$ cat src/rtl/bttn_debounce_pkg.sv
// Shared definitions for the push-button conditioning blocks.
// State encodings are fixed so other button blocks can decode them.
package bttn_debounce_pkg;

  typedef enum logic [1:0] {
    ST_IDLE_LO = 2'd0,
    ST_WAIT_HI = 2'd1,
    ST_IDLE_HI = 2'd2,
    ST_WAIT_LO = 2'd3
  } state_t;

  // Registered output bundle: debounced level plus edge strobes.
  typedef struct packed {
    logic level;
    logic press;
    logic rels;
  } btn_out_t;

  localparam btn_out_t BTN_OUT_IDLE = '{level: 1'b0, press: 1'b0, rels: 1'b0};

endpackage

$ cat src/rtl/bttn_sync.sv
// Shift-register synchroniser for an asynchronous pin, with synchronous
// active-low clear. Reusable for any single-bit input.
module bttn_sync #(
  parameter int unsigned STAGES = 2
) (
  input  logic clk,
  input  logic rst,
  input  logic d,
  output logic q
);

  if (STAGES < 2) begin : g_bad_stages
    $error("bttn_sync: STAGES must be at least 2");
  end

  logic [STAGES-1:0] chain_q;

  always_ff @(posedge clk) begin
    if (!rst) begin
      chain_q <= '0;
    end else begin
      chain_q <= {chain_q[STAGES-2:0], d};
    end
  end

  assign q = chain_q[STAGES-1];

endmodule

$ cat src/rtl/bttn_debounce.sv
// Push-button conditioner: polarity fix, synchroniser, 4-state debounce FSM
// with stability counter, registered level and one-cycle press/release strobes.
module bttn_debounce
  import bttn_debounce_pkg::*;
#(
  parameter int unsigned SYNC_STAGES     = 2,
  parameter int unsigned DEBOUNCE_CYCLES = 1_000_000,
  parameter int unsigned ACTIVE_LOW_IN   = 0
) (
  input  logic clk,
  input  logic rst,
  input  logic botonRaw,
  output logic btnLevel,
  output logic btnPress,
  output logic btnRelease
);

  if (DEBOUNCE_CYCLES < 2) begin : g_bad_cycles
    $error("bttn_debounce: DEBOUNCE_CYCLES must be at least 2");
  end

  localparam int unsigned    CNT_W    = $clog2(DEBOUNCE_CYCLES);
  localparam logic [CNT_W-1:0] CNT_LAST = CNT_W'(DEBOUNCE_CYCLES - 1);
  localparam logic [CNT_W-1:0] CNT_ONE  = CNT_W'(1);
  localparam logic           POL      = (ACTIVE_LOW_IN != 32'd0);

  logic             pin_c;
  logic             s;
  state_t           state_q, state_d;
  logic [CNT_W-1:0] cnt_q, cnt_d;
  btn_out_t         out_q, out_d;

  // Normalise so that 1 always means pressed before synchronising.
  assign pin_c = botonRaw ^ POL;

  bttn_sync #(
    .STAGES(SYNC_STAGES)
  ) u_sync (
    .clk(clk),
    .rst(rst),
    .d  (pin_c),
    .q  (s)
  );

  always_ff @(posedge clk) begin
    if (!rst) begin
      state_q <= ST_IDLE_LO;
      cnt_q   <= '0;
      out_q   <= BTN_OUT_IDLE;
    end else begin
      state_q <= state_d;
      cnt_q   <= cnt_d;
      out_q   <= out_d;
    end
  end

  // Counter saturates at CNT_LAST: the FSM leaves WAIT_* on that sample.
  always_comb begin
    state_d       = state_q;
    cnt_d         = cnt_q;
    out_d         = out_q;
    out_d.press   = 1'b0;
    out_d.rels    = 1'b0;

    case (state_q)
      ST_IDLE_LO: begin
        if (s) begin
          state_d = ST_WAIT_HI;
          cnt_d   = CNT_ONE;
        end else begin
          cnt_d   = '0;
        end
      end

      ST_WAIT_HI: begin
        if (!s) begin
          state_d = ST_IDLE_LO;
          cnt_d   = '0;
        end else if (cnt_q == CNT_LAST) begin
          state_d     = ST_IDLE_HI;
          cnt_d       = '0;
          out_d.level = 1'b1;
          out_d.press = 1'b1;
        end else begin
          cnt_d = cnt_q + CNT_ONE;
        end
      end

      ST_IDLE_HI: begin
        if (!s) begin
          state_d = ST_WAIT_LO;
          cnt_d   = CNT_ONE;
        end else begin
          cnt_d   = '0;
        end
      end

      ST_WAIT_LO: begin
        if (s) begin
          state_d = ST_IDLE_HI;
          cnt_d   = '0;
        end else if (cnt_q == CNT_LAST) begin
          state_d     = ST_IDLE_LO;
          cnt_d       = '0;
          out_d.level = 1'b0;
          out_d.rels  = 1'b1;
        end else begin
          cnt_d = cnt_q + CNT_ONE;
        end
      end

      default: begin
        state_d = ST_IDLE_LO;
        cnt_d   = '0;
      end
    endcase
  end

  assign btnLevel   = out_q.level;
  assign btnPress   = out_q.press;
  assign btnRelease = out_q.rels;

endmodule
$ cat config.mk
export PLATFORM = sky130hd
export DESIGN_NAME = bttn_debounce
export DESIGN_NICKNAME = d
export VERILOG_FILES = /design/src/rtl/bttn_debounce_pkg.sv /design/src/rtl/bttn_sync.sv /design/src/rtl/bttn_debounce.sv
export SDC_FILE = /design/constraint.sdc
export NUM_CORES = 1
export LEC_CHECK = 0
export CORE_MARGIN = 2
export CORE_UTILIZATION = 55
export DETAILED_ROUTE_END_ITERATION = 16
export DONT_BUFFER_PORTS = 1
export PLACE_DENSITY = 0.82
export SETUP_SLACK_MARGIN = 0.1
export SYNTH_ARGS = -nofsm -noshare
export SYNTH_HDL_FRONTEND = slang
export SYNTH_SLANG_ARGS = --single-unit
$ cat constraint.sdc
create_clock -name clk -period 3.28 [get_ports clk]
set_input_delay 0.164 -clock clk [delete_from_list [all_inputs] [get_ports clk]]
set_output_delay 0.164 -clock clk [all_outputs]
set_load 0.02 [all_outputs]
# After elaboration in Yosys (flattened, before gate mapping)
# Index checks and enable logic that the tools add are counted.
# Widths: inputs -> output; s select.
[op_classes]
mux = 19
n_addsub = 1
n_bitwise = 2
eq_ne = 12
reduce_logical = 6
[op_table]
columns = ["cell", "n"]
rows = [
  ["$pmux 20 s4", 1],
  ["$mux 20", 3],
  ["$add 20x1->20 const B", 1],
  ["$eq 20x20->1 const B", 1],
  ["$mux 2", 8],
  ["$ne 2x2->1 const B", 4],
  ["$pmux 2 s4", 1],
  ["$mux 1", 5],
  ["$reduce_and 5->1", 1],
  ["$eq 2x2->1 const B", 2],
  ["$ne 2x1->1 const B", 2],
  ["$reduce_and 4->1", 1],
  ["$ne 3x2->1 const B", 1],
  ["$ne 3x3->1 const B", 1],
  ["$reduce_and 3->1", 1],
  ["$reduce_or 3->1", 1],
  ["$eq 2x1->1 const B", 1],
  ["$logic_not 2->1", 1],
  ["$not 1->1", 2],
  ["$pmux 1 s2", 1],
  ["$reduce_bool 2->1", 1],
]
[totals]
out_inout_bits = 3
wordCells = 46
regBits = 27
in_bits = 3

# Longest topological paths before layout
# Gate-level depths: netlist of run 1.
[logic_depth]
depth_word = 4
depth_mapped = 7
ltp_nobuf = 5

# Modules after synthesis
# From an unflattened synthesis of run 1, not the netlist that was laid out.
[hier_totals]
hier_cells = 132
area_unflattened_um2 = 1157.4
[modules_own_cells]
columns = ["module", "n_inst", "seq_area_each_um2", "cells_each", "area_each_um2"]
rows = [
  ["bttn_debounce", 1, 500.5, 128, 1104.8],
  ["bttn_sync", 1, 40.0, 4, 52.6],
]

# Worst setup path after synthesis of run 1
# Ideal clock, no wire load.
[synth_path]
path_type = "reg2reg"
from = "register cnt_q[0]"
to = "register cnt_q[14]"
arrival_ps = 1795
slack_ps = 1416
synth_period_minus_slack_ps = 1864
path_buffers = 0
stages_incl_launch_ff = 6
setup_time_ps = 70
path_cell_list = "dfxtp_1 > ha_1 > nand4_1 > or4_1 > or3_1 > a21oi_1"
[synth_between]
elab_chain_cells = 4
word_cells_on_any_way = 6
[synth_rtl]
columns = ["element", "line_no", "text"]
rows = [
  ["from (decl)", "bttn_debounce.sv:30", "logic [CNT_W-1:0] cnt_q, cnt_d;"],
  ["from (signal assigned)", "bttn_debounce.sv:52", "cnt_q <= cnt_d;"],
  ["$add 20x1->20 / $eq 20x20->1 (equally long branches)", "n/a", ""],
  ["$mux 20 *", "bttn_debounce.sv:79, bttn_debounce.sv:102", ""],
  ["$mux 20, on equally long branches", "bttn_debounce.sv:99, bttn_debounce.sv:76", ""],
  ["$pmux 20 s4 *", "bttn_debounce.sv:65", "case (state_q)"],
]
# Mark *: on every way between the ends. The rest lies on a longest branch, timed or not.
# A chain may end at the register's enable or synchronous reset.

# Worst setup path after layout of run 1
# Same ends and word-level chain as after synthesis.

==> impl_results.md, run 1 <==
- Pins Over Slew Limit: 0
- Num Clock Sinks: 27
- CTS tree: done
- Status: finished clean
- Diode count: 0
- Clock buffer depth: 2
- Worst-Margin Slew: 0.5717 ns
- Tcrit/Tclk final: between 60% and 70%
- Min-delay worst type: input port to flop
- Synth area leaders: dfxtp_1 (46%), xnor2_1 (5.9%), nor2_1 (5.1%)
- Post-layout util: about 62%
- Vias per Instance: around 5.8
- Maximum vdd drop: 206.6 uV
- Leading cell type in the layout, fill and taps excluded: dfxtp_1
- Post-Synthesis Mean Instance Area: between 8 and 9 um2
- First-pass GRT wire length: between 3000 and 4000 um
- Critical-path cell list: ha_1 -> nand4_1 -> or4_1 -> or3_1 -> a21oi_1
- # port buffers: 0
- LEAKAGE: between 0.3 and 0.4 nW
- Clock-pin slew on the worst setup and hold paths: 0.15 ns
- WP data required: between 3 and 4 ns
- Setup CP Type: flop to flop
- Routed WL: around 2100 um
- Initial antenna violation count: 0
- Critical path startpoint category: flop
- Final setup viols: 0
- Setup Fix Bufs, Post-CTS: 0
- Die width: just over 50 um
- Vias in the first global route: 911
- Tmin final: 2.062 ns
- Synth Net Count: between 100 and 150
- PostCTS Resize Cnt: 0
- WP data arrival: roughly 2.3 ns
- Core area: ~2000 um2
- Cell with the largest stage delay on the worst path: or4_1
- Worst Path Max Fanout: 6
- Worst Setup End Kind: flop
- Layout Nets: 142
- Row count: 16
- CP max stage delay: just over 0.6 ns
- Largest net degree at the start of global routing: 20
- Power Density: between 300 and 400 nW/um2
- RSZ-0062 raised after global routing: no
- Fin. Hold Viols: 0
- Maximum clock rate: 484.9 MHz
- Syn Inst Count: roughly 140
- Most frequent cells in the layout: dfxtp_1 (27), nor2_1 (16), o21ai_0 (10), xnor2_1 (8)
- TNS Setup: 0 ns
- Cell taking the most area after synthesis: dfxtp_1
- Routed Antenna Nets: 0
- Number of remaining DRC errors: 0
- Yosys warns: 0
- Delay-heaviest family, CP: simple AND/OR/NAND/NOR gates
- Via Count: 947
- Num CTS Buffers: 3
- Starting Density: about three fifths
- Final GP Congestion: between 0.7 and 0.8
- Worst-Skew Late Latency: about 0.32 ns
- Final HPWL DP: ~1500 um
- Skew final: between 0.005 and 0.006 ns
- Hold_buf cts: 2
- Initial drt markers: 12
- Sequential fraction of the synthesis area: about 46%
- Area Overhead vs Synth: 5.191%
- Worst slew margin: 61.89%
- Share of layout cells above drive strength 1: under 10%
- # Max-Cap Violations: 0
- Yosys cell types: 28
- I/O Pins: 6
- Yosys reg bits: 27
- Drt first pass iters: 4
- Clock Tree Root: clkbuf_4
- Area share of the largest cell type after synthesis: between 40 and 50%
- Cell area after synthesis: roughly 1200 um2
- FILL cells: approximately 180
- Die area: roughly 2500 um2
- Total track usage: 19.61%
- # H-tree levels: 1
- WL/cell: 12.94 um
- Worst Path Buf+Inv: 0
- Grt ovf: 0
- Die height: 50.34 um
## Yosys cell counts (all sizes together)
cell     n
nor2    16
and2     3
and4     4
o21ai   10
buf      3
a31oi    1
nor4     2
nor2b    4
clkbuf   1
or3      6
nor3     3
a21oi    7
nor4b    1
nand2    7
nand3    7
xnor2    8
xor2     4
inv      6
ha       1
or4      2
nand4    8
a211o    1
a211oi   1
dfxtp   27
and3     2
## power by group
part	switching [mW]	leakage, nW	internal [mW]
clock network	0.0997	0.0177	0.0457
registers	0.00389	0.218	0.331
logic	0.00336	0.135	0.00379
total	0.107	0.371	0.381
## cell families (layout without fill, tap and decap cells)
logic type / Yosys count / after routing / share of synthesized area (%)
simple gates: 65 / 65 / 31.57
flops: 27 / 27 / 45.76
compound gates: 20 / 20 / 9.111
xor+xnor: 12 / 12 / 8.898
buf+inv: 10 / 12 / 3.601
fa+ha+maj: 1 / 1 / 1.059
## per-layer routing
metal,track usage [%],wire length (um),share of wire (%)
met5,0,0,0
met4,5.856,0,0
met3,2.976,95,4.5
met2,32.89,1016,48
met1,26.04,1011,48
## flip-flops by register name, summed over array words and instances, names as in the netlist, named ones only
register and flops:
btnLevel 1, state_q 1, btnPress 1, u_sync.chain_q 2, cnt_q 20, btnRelease 1
## final cells by class
| type | count | area (um2) | area share (%) |
|---|---|---|---|
| clock buffers | 3 | 22.52 | 1.813 |
| multi-input cells | 98 | 598.1 | 48.14 |
| clock inverters | 1 | 5.005 | 0.4028 |
| inverters | 6 | 22.52 | 1.813 |
| flip-flops and latches | 27 | 540.5 | 43.50 |
| well taps | 27 | 33.78 | 2.719 |
| repair buffers | 2 | 20.02 | 1.611 |
## per-stage QoR
stage | hold slack [ns] | setup slack (ns) | power (mW) | cells | instance area (um2)
detailed placement | 0.2892 | 1.275 | 0.3469 | 158 | 1195
global placement | 0.2863 | 1.321 | 0.3465 | 158 | 1195
floorplan | 0.2857 | 1.416 | 0.3455 | 135 | 1181
finish | 0.07564 | 1.218 | 0.4875 | 164 | 1242
CTS | 0.07823 | 1.236 | 0.4868 | 164 | 1242
global route | 0.1205 | 1.093 | 0.5003 | 164 | 1242
## final timing paths
check | slack, ns | end | cells after the start | from
worst max-delay path | 1.22 | cnt_q[14] | 5 | cnt_q[0]
worst min register to register | 0.47 | u_sync.chain_q[1] | 1 | u_sync.chain_q[0]
worst min-delay path | 0.08 | state_q[0] | 2 | rst
worst max register to register | 1.22 | cnt_q[14] | 5 | cnt_q[0]
No activity file was read; power rests on OpenSTA's default activity.
==> inputs of run 2 (changes only) <==
ABC_AREA = 1   (was default)
CORE_ASPECT_RATIO = 0.6   (was default)
clock period = 2.1 ns   (was 3.28 ns; I/O delays follow)
==> impl_results.md, run 2 <==
- Status: finished clean (unchanged)
- Cell with the largest stage delay on the worst path: dfxtp_1 (was or4_1)
- Worst Path Buf+Inv: 0 (unchanged)
- Worst slew margin: 71.35% (was 61.89%)
- Core area: 2452 um2 (was 2002 um2)
- Maximum clock rate: 587.4 MHz (was 484.9 MHz)
- Row count: 14 (was 16)
- Commonest cells post-synth: nor2_1 (57), nand2_1 (53), dfxtp_1 (27), inv_1 (27), nand3_1 (16) (was dfxtp_1 (27), nor2_1 (16), o21ai_0 (10))
- Post-route cell area: 1471 um2 (was 1242 um2)
- FF-to-FF Start: cnt_q[0] (unchanged)
- Area share of the largest cell type after synthesis: 38.95% (was 45.76%)
- Clock buffer depth: 2 (unchanged)
- Number of remaining DRC errors: 0 (unchanged)
- Fin. Hold Viols: 0 (unchanged)
- Routed Antenna Nets: 0 (unchanged)
- Pwr Total: 837.1 uW (was 487.5 uW)
- Grt ovf: 0 (unchanged)
- Final HPWL DP: 2225 um (was 1523 um)
- Hold Path Sink: state_q[0] (unchanged)
- Die width: 68.85 um (was 50.34 um)
- Cell taking the most area after synthesis: dfxtp_1 (unchanged)
- Syn Inst Count: 211 (was 135)
- WP data arrival: 1.88 ns (was 2.32 ns)
- Area Overhead vs Synth: 6.041% (was 5.191%)
- Net Sw Frac: 21.76% (was 21.93%)
- WHS Path Cells: 3 (was 2)
- Die area: 2954 um2 (was 2534 um2)
- Most frequent cells in the layout: nor2_1 (57), nand2_1 (53), inv_1 (27), dfxtp_1 (27), nand3_1 (16) (was dfxtp_1 (27), nor2_1 (16), o21ai_0 (10), xnor2_1 (8))
- Cell area after synthesis: 1388 um2 (was 1181 um2)
- CP max stage delay: 0.39 ns (was 0.62 ns)
- Leading cell type in the layout, fill and taps excluded: nor2_1 (was dfxtp_1)
- Ys flop type: dfxtp_1 (unchanged)
- EDFF count, synth: 0 (unchanged)
- Initial drt markers: 168 (was 12)
- Yosys reg bits: 27 (unchanged)
- Delay-heaviest family, CP: simple AND/OR/NAND/NOR gates (unchanged)
- Min-delay worst type: input port to flop (unchanged)
- Num Clock Sinks: 27 (unchanged)
- Clock-pin slew on the worst setup and hold paths: 0.10 ns (was 0.15 ns)
- Worst reg2reg path depth: 6 (was 5)
- # H-tree levels: 1 (unchanged)
- RR Endpoint: cnt_q[12] (was cnt_q[14])
- # Max-Cap Violations: 0 (unchanged)
- RSZ-0062 raised after global routing: no (unchanged)
- Max reg flops: 20 (unchanged)
- Most frequent cell after synthesis: nor2_1 (was dfxtp_1)
- Die height: 42.91 um (was 50.34 um)
- Yosys cell types: 20 (was 28)
- Synth async-reset ratio: 0% (unchanged)
- Setup Fix Bufs, Post-CTS: 0 (unchanged)
- Reg power frac: 61.7% (was 68.7%)
- Layout Nets: 219 (was 142)
- Yosys warns: 0 (unchanged)
- Post-Synthesis Mean Instance Area: 6.576 um2 (was 8.749 um2)
- Final GP Congestion: 0.9082 (was 0.7742)
- Tcrit/Tclk final: 81.06% (was 62.87%)
- Pins Over Slew Limit: 0 (unchanged)
- Num CTS Buffers: 3 (unchanged)
- Critical path startpoint category: flop (unchanged)
- Combinational Power Share: 1.4% (was 1.5%)
- Skew final: 0.004427 ns (was 0.005886 ns)
- Biggest register: cnt_q (unchanged)
- TNS Setup: 0 ns (unchanged)
- Drt first pass iters: 4 (unchanged)
- Routed WL: 2890 um (was 2122 um)
- Tmin final: 1.702 ns (was 2.062 ns)
- I/O Pins: 6 (unchanged)
- Hold path start: rst (unchanged)
- Sequential fraction of the synthesis area: 38.95% (was 45.76%)
- LEAKAGE: 0.5129 nW (was 0.3711 nW)
- Via Count: 1257 (was 947)
- Worst Path Max Fanout: 6 (unchanged)
- Initial antenna violation count: 0 (unchanged)
- Top Registers: cnt_q: 20 flops, u_sync.chain_q: 2 flops (unchanged)
- First-pass GRT wire length: 4705 um (was 3905 um)
- Clock Tree Root: clkbuf_8 (was clkbuf_4)
- Worst Setup End Kind: flop (unchanged)
- Largest net degree at the start of global routing: 18 (was 20)
- Critical-path cell list: ha_1 -> nand3_1 -> nor2_1 -> nand2_1 -> o22ai_1 -> nor2_1 (was ha_1 -> nand4_1 -> or4_1 -> or3_1 -> a21oi_1)
- CTS tree: done (unchanged)
- WP data required: 2.27 ns (was 3.54 ns)
- Synth Net Count: 215 (was 139)
- FF-to-FF setup slack: 0.40 ns (was 1.22 ns)
- Worst-Margin Slew: 0.4281 ns (was 0.5717 ns)
- Synth area leaders: dfxtp_1 (39%), nor2_1 (15%), nand2_1 (14%) (was dfxtp_1 (46%), xnor2_1 (5.9%), nor2_1 (5.1%))
- # port buffers: 0 (unchanged)
- Setup CP Type: flop to flop (unchanged)
- Maximum vdd drop: 520.8 uV (was 206.6 uV)
- Starting Density: 56.58% (was 59.00%)
- Int Pwr: 654.9 uW (was 380.6 uW)
- Power Density: 568.9 nW/um2 (was 392.4 nW/um2)
- Crit path top cell by count: nor2_1
- Clock Power Share: 36.9% (was 29.8%)
- Placed inst area: 1403 um2 (was 1195 um2)
- P_sw: 182.2 uW (was 106.9 uW)
- Share of layout cells above drive strength 1: 4.206% (was 5.109%)
- Total track usage: 22.07% (was 19.61%)
- Vias per Instance: 5.110 (was 5.774)
- Vias in the first global route: 1019 (was 911)
- Worst-Skew Late Latency: 0.28 ns (was 0.32 ns)
- Final setup viols: 0 (unchanged)
- Diode count: 0 (unchanged)
- WL/cell: 11.75 um (was 12.94 um)
run 2: cell types whose count changed in the layout (fill, tap and decap cells not counted), sizes merged, moves of 6 or more:
cell | before | now
a21oi | 7 | 0
inv | 6 | 27
o21ai | 10 | 2
xnor2 | 8 | 2
or3 | 6 | 0
nand3 | 7 | 17
nand2 | 7 | 55
nor2 | 16 | 57
run 2: worst max-delay path by stage:
stage | to | start | cells past startpoint
after floorplan | cnt_q[8] | cnt_q[0] | 6
after global placement | cnt_q[12] | cnt_q[0] | 6
after detailed placement | cnt_q[12] | cnt_q[0] | 6
after CTS | cnt_q[12] | cnt_q[0] | 6
after global routing | cnt_q[12] | cnt_q[0] | 6
final | cnt_q[12] | cnt_q[0] | 6
run 2: stage by stage:
stage / hold WS, ns / std cells / util [%] / setup WS, ns
3_5_place_dp: 0.2071 / 240 / 57.19 / 0.4148
4_1_cts: 0.06262 / 246 / 60.00 / 0.3895
6_report: 0.06486 / 246 / 60.00 / 0.3977
2_1_floorplan: 0.2026 / 211 / - / 0.7032
5_1_grt: 0.06119 / 246 / 60.00 / 0.1703
3_3_place_gp: 0.2017 / 240 / 57.19 / 0.4891
run 2: power by group through the flow:
stage / Sequential (mW) / Clock, mW / Combinational, mW
after floorplan: 0.528 / 0 / 0.00878
after global placement: 0.528 / 0 / 0.00675
after detailed placement: 0.528 / 0 / 0.00700
after CTS: 0.516 / 0.310 / 0.0118
after global routing: 0.517 / 0.330 / 0.0132
final: 0.516 / 0.309 / 0.0121
run 2: worst min-delay path, delay by kind of cell:
family / cells / cell delay (ns)
AND/OR/NAND/NOR: 2 / 0.16
buffers and inverters: 1 / 0.05
run 2: timing repair:
action,CTS,global route
hold endpoints to repair,7,0
gates resized for setup,0,0
hold buffers,2,0
run 2: layer usage:
metal,GRT usage [%],up-vias,routed length (um)
met2,27.31,57,1067
met4,6.275,0,27
met1,35.53,539,1532
li1,-,657,-
met3,6.631,4,263
met5,0,-,0
run 2: area by class of cell:
class                      instances  area, um2
sequential                        27      540.5
clock buffer                       3      41.29
clock inverter                     1      7.507
inverter                          27      101.3
fill                             231      980.9
multi-input combinational        154      720.7
timing repair buffer               2      20.02
tap                               32      40.04
run 2: kinds of logic (layout without fill, tap and decap cells):
kind of cell	count (synthesis)	after routing	share of synthesized area (%)
XOR/XNOR	10	10	6.312
buffers and inverters	30	33	9.107
AND/OR/NAND/NOR	140	140	43.55
flip-flops	27	27	38.95
AO/OA/AOI/OAI	3	3	1.173
adder cells (fa/ha/maj)	1	1	0.9016
